[src/rtl/uart_tx_param.sv]
`default_nettype none
// ============================================================================
// uart_tx_param : parametrised UART transmitter with valid/ready input FIFO
// Revision 1.0
// ============================================================================
module uart_tx_param #(
   parameter int CLK_DIV    = 868,
   parameter int DATA_BITS  = 8,
   parameter int PARITY_EN  = 0,
   parameter int PARITY_ODD = 0,
   parameter int STOP_BITS  = 1,
   parameter int FIFO_DEPTH = 4
) (
   input  logic                        clk,
   input  logic                        reset_b,
   input  logic [DATA_BITS-1:0]        tx_data,
   input  logic                        tx_valid,
   output logic                        tx_ready,
   output logic                        tx_out,
   output logic                        busy,
   output logic [$clog2(FIFO_DEPTH):0] fifo_count
);

   localparam int AW = $clog2(FIFO_DEPTH);

   localparam logic [AW-1:0] PTR_ONE   = AW'(1);
   localparam logic [AW:0]   CNT_ONE   = (AW+1)'(1);
   localparam logic [AW:0]   DEPTH     = (AW+1)'(FIFO_DEPTH);
   localparam logic [15:0]   DIV_LAST  = 16'(CLK_DIV - 1);
   localparam logic [3:0]    DATA_LAST = 4'(DATA_BITS - 1);
   localparam logic [3:0]    STOP_LAST = 4'(STOP_BITS - 1);
   localparam logic          PAR_INIT  = (PARITY_ODD != 0);
   localparam logic          HAS_PAR   = (PARITY_EN != 0);

   typedef enum logic [2:0] {
      S_IDLE   = 3'd0,
      S_START  = 3'd1,
      S_DATA   = 3'd2,
      S_PARITY = 3'd3,
      S_STOP   = 3'd4
   } state_t;

   // ---------------------------------------------------------------- FIFO
   logic [DATA_BITS-1:0] mem [FIFO_DEPTH];
   logic [AW-1:0]        wr_ptr;
   logic [AW-1:0]        rd_ptr;
   logic                 push;
   logic                 pop;
   logic [DATA_BITS-1:0] head;

   // No full-bypass: a pop on a full edge does not open the input that cycle.
   assign tx_ready = (fifo_count != DEPTH);
   assign push     = tx_valid && tx_ready;
   assign head     = mem[rd_ptr];

   always_ff @(posedge clk or negedge reset_b) begin
      if (!reset_b) begin
         wr_ptr     <= '0;
         rd_ptr     <= '0;
         fifo_count <= '0;
      end else begin
         if (push) wr_ptr <= wr_ptr + PTR_ONE;
         if (pop)  rd_ptr <= rd_ptr + PTR_ONE;
         case ({push, pop})
            2'b10:   fifo_count <= fifo_count + CNT_ONE;
            2'b01:   fifo_count <= fifo_count - CNT_ONE;
            default: fifo_count <= fifo_count;
         endcase
      end
   end

   always_ff @(posedge clk) begin
      if (push) mem[wr_ptr] <= tx_data;
   end

   // ---------------------------------------------------------------- FSM
   state_t               state, state_nxt;
   logic [15:0]          baud_cnt, baud_nxt;
   logic [3:0]           bit_cnt, bit_nxt;
   logic [DATA_BITS-1:0] shift_reg, shift_nxt;
   logic                 parity_bit, parity_nxt;
   logic                 tx_nxt;
   logic                 baud_tick;

   assign baud_tick = (baud_cnt == DIV_LAST);
   assign busy      = (state != S_IDLE) || (fifo_count != '0);

   always_ff @(posedge clk or negedge reset_b) begin
      if (!reset_b) begin
         state      <= S_IDLE;
         baud_cnt   <= '0;
         bit_cnt    <= '0;
         shift_reg  <= '0;
         parity_bit <= 1'b0;
         tx_out     <= 1'b1;
      end else begin
         state      <= state_nxt;
         baud_cnt   <= baud_nxt;
         bit_cnt    <= bit_nxt;
         shift_reg  <= shift_nxt;
         parity_bit <= parity_nxt;
         tx_out     <= tx_nxt;
      end
   end

   always_comb begin
      state_nxt  = state;
      baud_nxt   = baud_cnt;
      bit_nxt    = bit_cnt;
      shift_nxt  = shift_reg;
      parity_nxt = parity_bit;
      pop        = 1'b0;
      tx_nxt     = 1'b1;

      if (state != S_IDLE) begin
         baud_nxt = baud_tick ? 16'd0 : baud_cnt + 16'd1;
      end

      case (state)
         S_IDLE: begin
            if (fifo_count != '0) begin
               pop        = 1'b1;
               shift_nxt  = head;
               parity_nxt = (^head) ^ PAR_INIT;
               baud_nxt   = '0;
               bit_nxt    = '0;
               state_nxt  = S_START;
            end
         end
         S_START: begin
            if (baud_tick) begin
               bit_nxt   = '0;
               state_nxt = S_DATA;
            end
         end
         S_DATA: begin
            if (baud_tick) begin
               shift_nxt = {1'b1, shift_reg[DATA_BITS-1:1]};
               if (bit_cnt == DATA_LAST) begin
                  bit_nxt   = '0;
                  state_nxt = HAS_PAR ? S_PARITY : S_STOP;
               end else begin
                  bit_nxt = bit_cnt + 4'd1;
               end
            end
         end
         S_PARITY: begin
            if (baud_tick) begin
               bit_nxt   = '0;
               state_nxt = S_STOP;
            end
         end
         S_STOP: begin
            if (baud_tick) begin
               if (bit_cnt != STOP_LAST) begin
                  bit_nxt = bit_cnt + 4'd1;
               end else if (fifo_count != '0) begin
                  // Chain straight into the next frame with no idle cycle.
                  pop        = 1'b1;
                  shift_nxt  = head;
                  parity_nxt = (^head) ^ PAR_INIT;
                  bit_nxt    = '0;
                  state_nxt  = S_START;
               end else begin
                  bit_nxt   = '0;
                  state_nxt = S_IDLE;
               end
            end
         end
         default: state_nxt = S_IDLE;
      endcase

      // The pin register follows the state being entered so it changes on the same edge.
      case (state_nxt)
         S_START:  tx_nxt = 1'b0;
         S_DATA:   tx_nxt = shift_nxt[0];
         S_PARITY: tx_nxt = parity_nxt;
         default:  tx_nxt = 1'b1;
      endcase
   end

endmodule
`default_nettype wire

[config.mk]
export PLATFORM = sky130hd
export DESIGN_NAME = uart_tx_param
export DESIGN_NICKNAME = d
export VERILOG_FILES = /design/src/rtl/uart_tx_param.sv
export SDC_FILE = /design/constraint.sdc
export NUM_CORES = 1
export LEC_CHECK = 0
export ABC_AREA = 1
export CORE_MARGIN = 2
export CORE_UTILIZATION = 47
export CTS_CLUSTER_DIAMETER = 50
export DETAILED_ROUTE_END_ITERATION = 12
export PLACE_DENSITY = 0.71
export REMOVE_ABC_BUFFERS = 1
export SYNTH_ARGS = -nofsm -noshare
export SYNTH_HDL_FRONTEND = slang
export SYNTH_SLANG_ARGS = --single-unit
[constraint.sdc]
create_clock -name clk -period 5.1 [get_ports clk]
set_clock_uncertainty 0.05 [all_clocks]
set_input_delay 1.02 -clock clk [delete_from_list [all_inputs] [get_ports clk]]
set_output_delay 1.02 -clock clk [all_outputs]
set_load 0.05 [all_outputs]
==> metrics <==
status finished clean; hold-critical path endpoint fifo_count[0]$_DFFE_PN0P_; Worst-Margin Slew 885.8 ps; worst-skew pair later-pin latency 350 ps; Max-Slew Margin vs Limit 40.94%; Worst setup SP type register; Max Fclk between 0.2 and 0.3 GHz; DR pass1 iterations 4; Leakage 1.923 nW; Initial Util 48.07%; Max Cap Viol 0; most frequent cells in the layout 157 x nand2_1, 45 x inv_1, 39 x dfrtp_1; post-route clock period utilization between 70 and 80%; cts repair resizes 0; wire per inst 12.92 µm; CP required ~4000 ps; first-pass GRT wire length 13340 µm; slowest CP cell clkdlybuf4s50_1; CP Capture Type primary output; Final Cell Area 4385 µm²; Detailed Route Iter0 Violations 234; GPL Wtd Cong ~0.9; Placed Cells about 580; antenna viol nets, final 0; most common cell after layout, fill and taps aside nand2_1; r2r startpoint bit_cnt[0]$_DFFE_PN0P_; DRT Wirelength about 7700 µm; cell taking the most area after synthesis dfrtp_1; register area share after synthesis 50.21%; RR Endpoint fifo_count[2]$_DFFE_PN0P_; layout cells sized above 1 7.520%; grt total ovfl 0; total chip power 0.001567 W; R2R cell count 14; Antenna diodes 0; Post-CTS Setup Repair Bufs 0; area growth from synthesis to layout 12.16%; PwrDens 357.3 nW/µm²; reg-to-reg slack, setup 2170 ps; total track usage 18.78%; initial antenna violation count 0; DIE WIDTH 95.21 µm; crit path cell chain nor2_1 -> inv_2 -> nor2_1 -> inv_2 -> nor2_2 -> inv_1 -> clkdlybuf4s50_1; placed cell area 4149 µm²; DR vias/cell 5.149; Yosys reg bits 72; CTS Hold Bufs 0; non-filler instance count after layout 597; vias in the first global route 3052; Max VDD drop 0.2380 mV; PortBufs 16; num rows 33; DP Wirelength 5568 µm; Synth cell types 37; Post-Syn Area 3910 µm²; critical path class register to primary output; syn avg cell area about 8.4 µm²; post-layout net count 507; crit path DAT 2840 ps; Cells after Synth 468; Placeable Area 8134 µm²; CTS tree done; Root Buffer Master clkbuf_8; routed via count 3074; DRC Markers 0; Min-Delay Path Class register to register; Max Transition Viols Final 0; total CTS buffers 9; height of the die approximately 95 µm; Clock Sinks between 70 and 80; largest net degree at the start of global routing 41; Boundary Pins 17; setup tns final 0 ps; hold_sp fifo_count[0]$_DFFE_PN0P_; hold path depth 1; Worst Path Max Fanout 13; synth top area cells dfrtp_1 25%, edfxtp_1 25%, nand2_1 15%; Hold Violations, Final 0; Syn. warnings 0; max reg flops 32; unrepaired setup endpoints after global routing false; Final Critical Period 3911 ps; max incr delay on CP 780 ps; deepest clock path buffer count 2; Clock Pin Slew Worst Setup and Hold Paths 70 ps; Setup violations, final 0; post-synth top area share 24.96%; htree depth 3; Die ar. 9065 µm²
-- cell type report --
class                      instances  area, µm²
fill                             744       3749
sequential                        72       1963
multi-input combinational        336       1704
inverter                          52      195.2
timing repair buffer              16      155.1
tap                              105      131.4
clock buffer                      10      127.6
clock inverter                     6      108.9
-- cells by family after synthesis --
| kind of cell | after synthesis | share of synthesized area [%] |
|---|---|---|
| and+or+nand+nor | 247 | 28.13 |
| DFF | 72 | 50.21 |
| AOI/OAI and AO/OA | 70 | 9.952 |
| buffers and inverters | 60 | 6.208 |
| xor gates and xnor gates | 10 | 2.432 |
| adders and majority gates | 9 | 3.072 |
-- where the power goes --
group          leakage, nW  switching, W  internal, W
combinational         1.01      0.000221    0.0000975
clock                0.120      0.000211     0.000324
sequential           0.795     0.0000292     0.000684
-- metrics by stage --
| step | utilization (%) | hold slack (ps) | setup WS, ps |
|---|---|---|---|
| floorplan | - | 434.3 | 2507 |
| global placement | 51.01 | 461.7 | 1673 |
| detailed placement | 51.01 | 464.1 | 1607 |
| CTS | 53.91 | 486.1 | 1213 |
| global route | 53.91 | 497.8 | 1010 |
| finish | 53.91 | 484.0 | 1189 |
-- critical path: cells and delay by family (launching register included) --
family,cells,cell delay [ps]
flip-flops,1,440
AND/OR/NAND/NOR,3,800
buffers and inverters,4,1260
-- cells in the mapped netlist --
cell and count:
a21oi_1 30, xor2_1 6, nor3_4 2, xnor2_1 3, edfxtp_1 32, nand3b_1 1
buf_2 2, nand2_1 157, o31ai_1 1, xor2_2 1, inv_2 6, nor2_1 23
nand3_1 37, clkbuf_1 3, o21ai_1 6, o211ai_1 2, fa_1 1, a21oi_4 1
o21ai_0 20, dfrtp_1 39, nand4_1 10, nor4_1 1, ha_1 8, nor2_8 1
dfstp_2 1, buf_4 2, nor2_4 2, clkinv_1 1, nand2_4 3, nor2_2 2
inv_1 45, nand2_2 1, nor3_1 7, buf_6 1, a21boi_2 1, o22ai_1 8
o311ai_0 1
-- how the worst max path moves through the flow --
stage                end  slack [ps]               start
floorplan           busy        2510  state[1]$_DFF_PN0_
global placement    busy        1670  state[1]$_DFF_PN0_
detailed placement  busy        1610  state[1]$_DFF_PN0_
CTS                 busy        1210  state[1]$_DFF_PN0_
global route        busy        1010  state[1]$_DFF_PN0_
finish              busy        1190  state[1]$_DFF_PN0_
-- per-layer routing --
metal  vias to the layer above  global-route usage, %  share of wire [%]
li1                       1590                      -                  -
met1                      1433                  22.76                 46
met2                        44                  32.63                 50
met3                         7                  4.664                2.9
met4                         0                  6.280               0.91
met5                         -                      0                  0
Note: power is estimated with default switching activity, not from simulation.
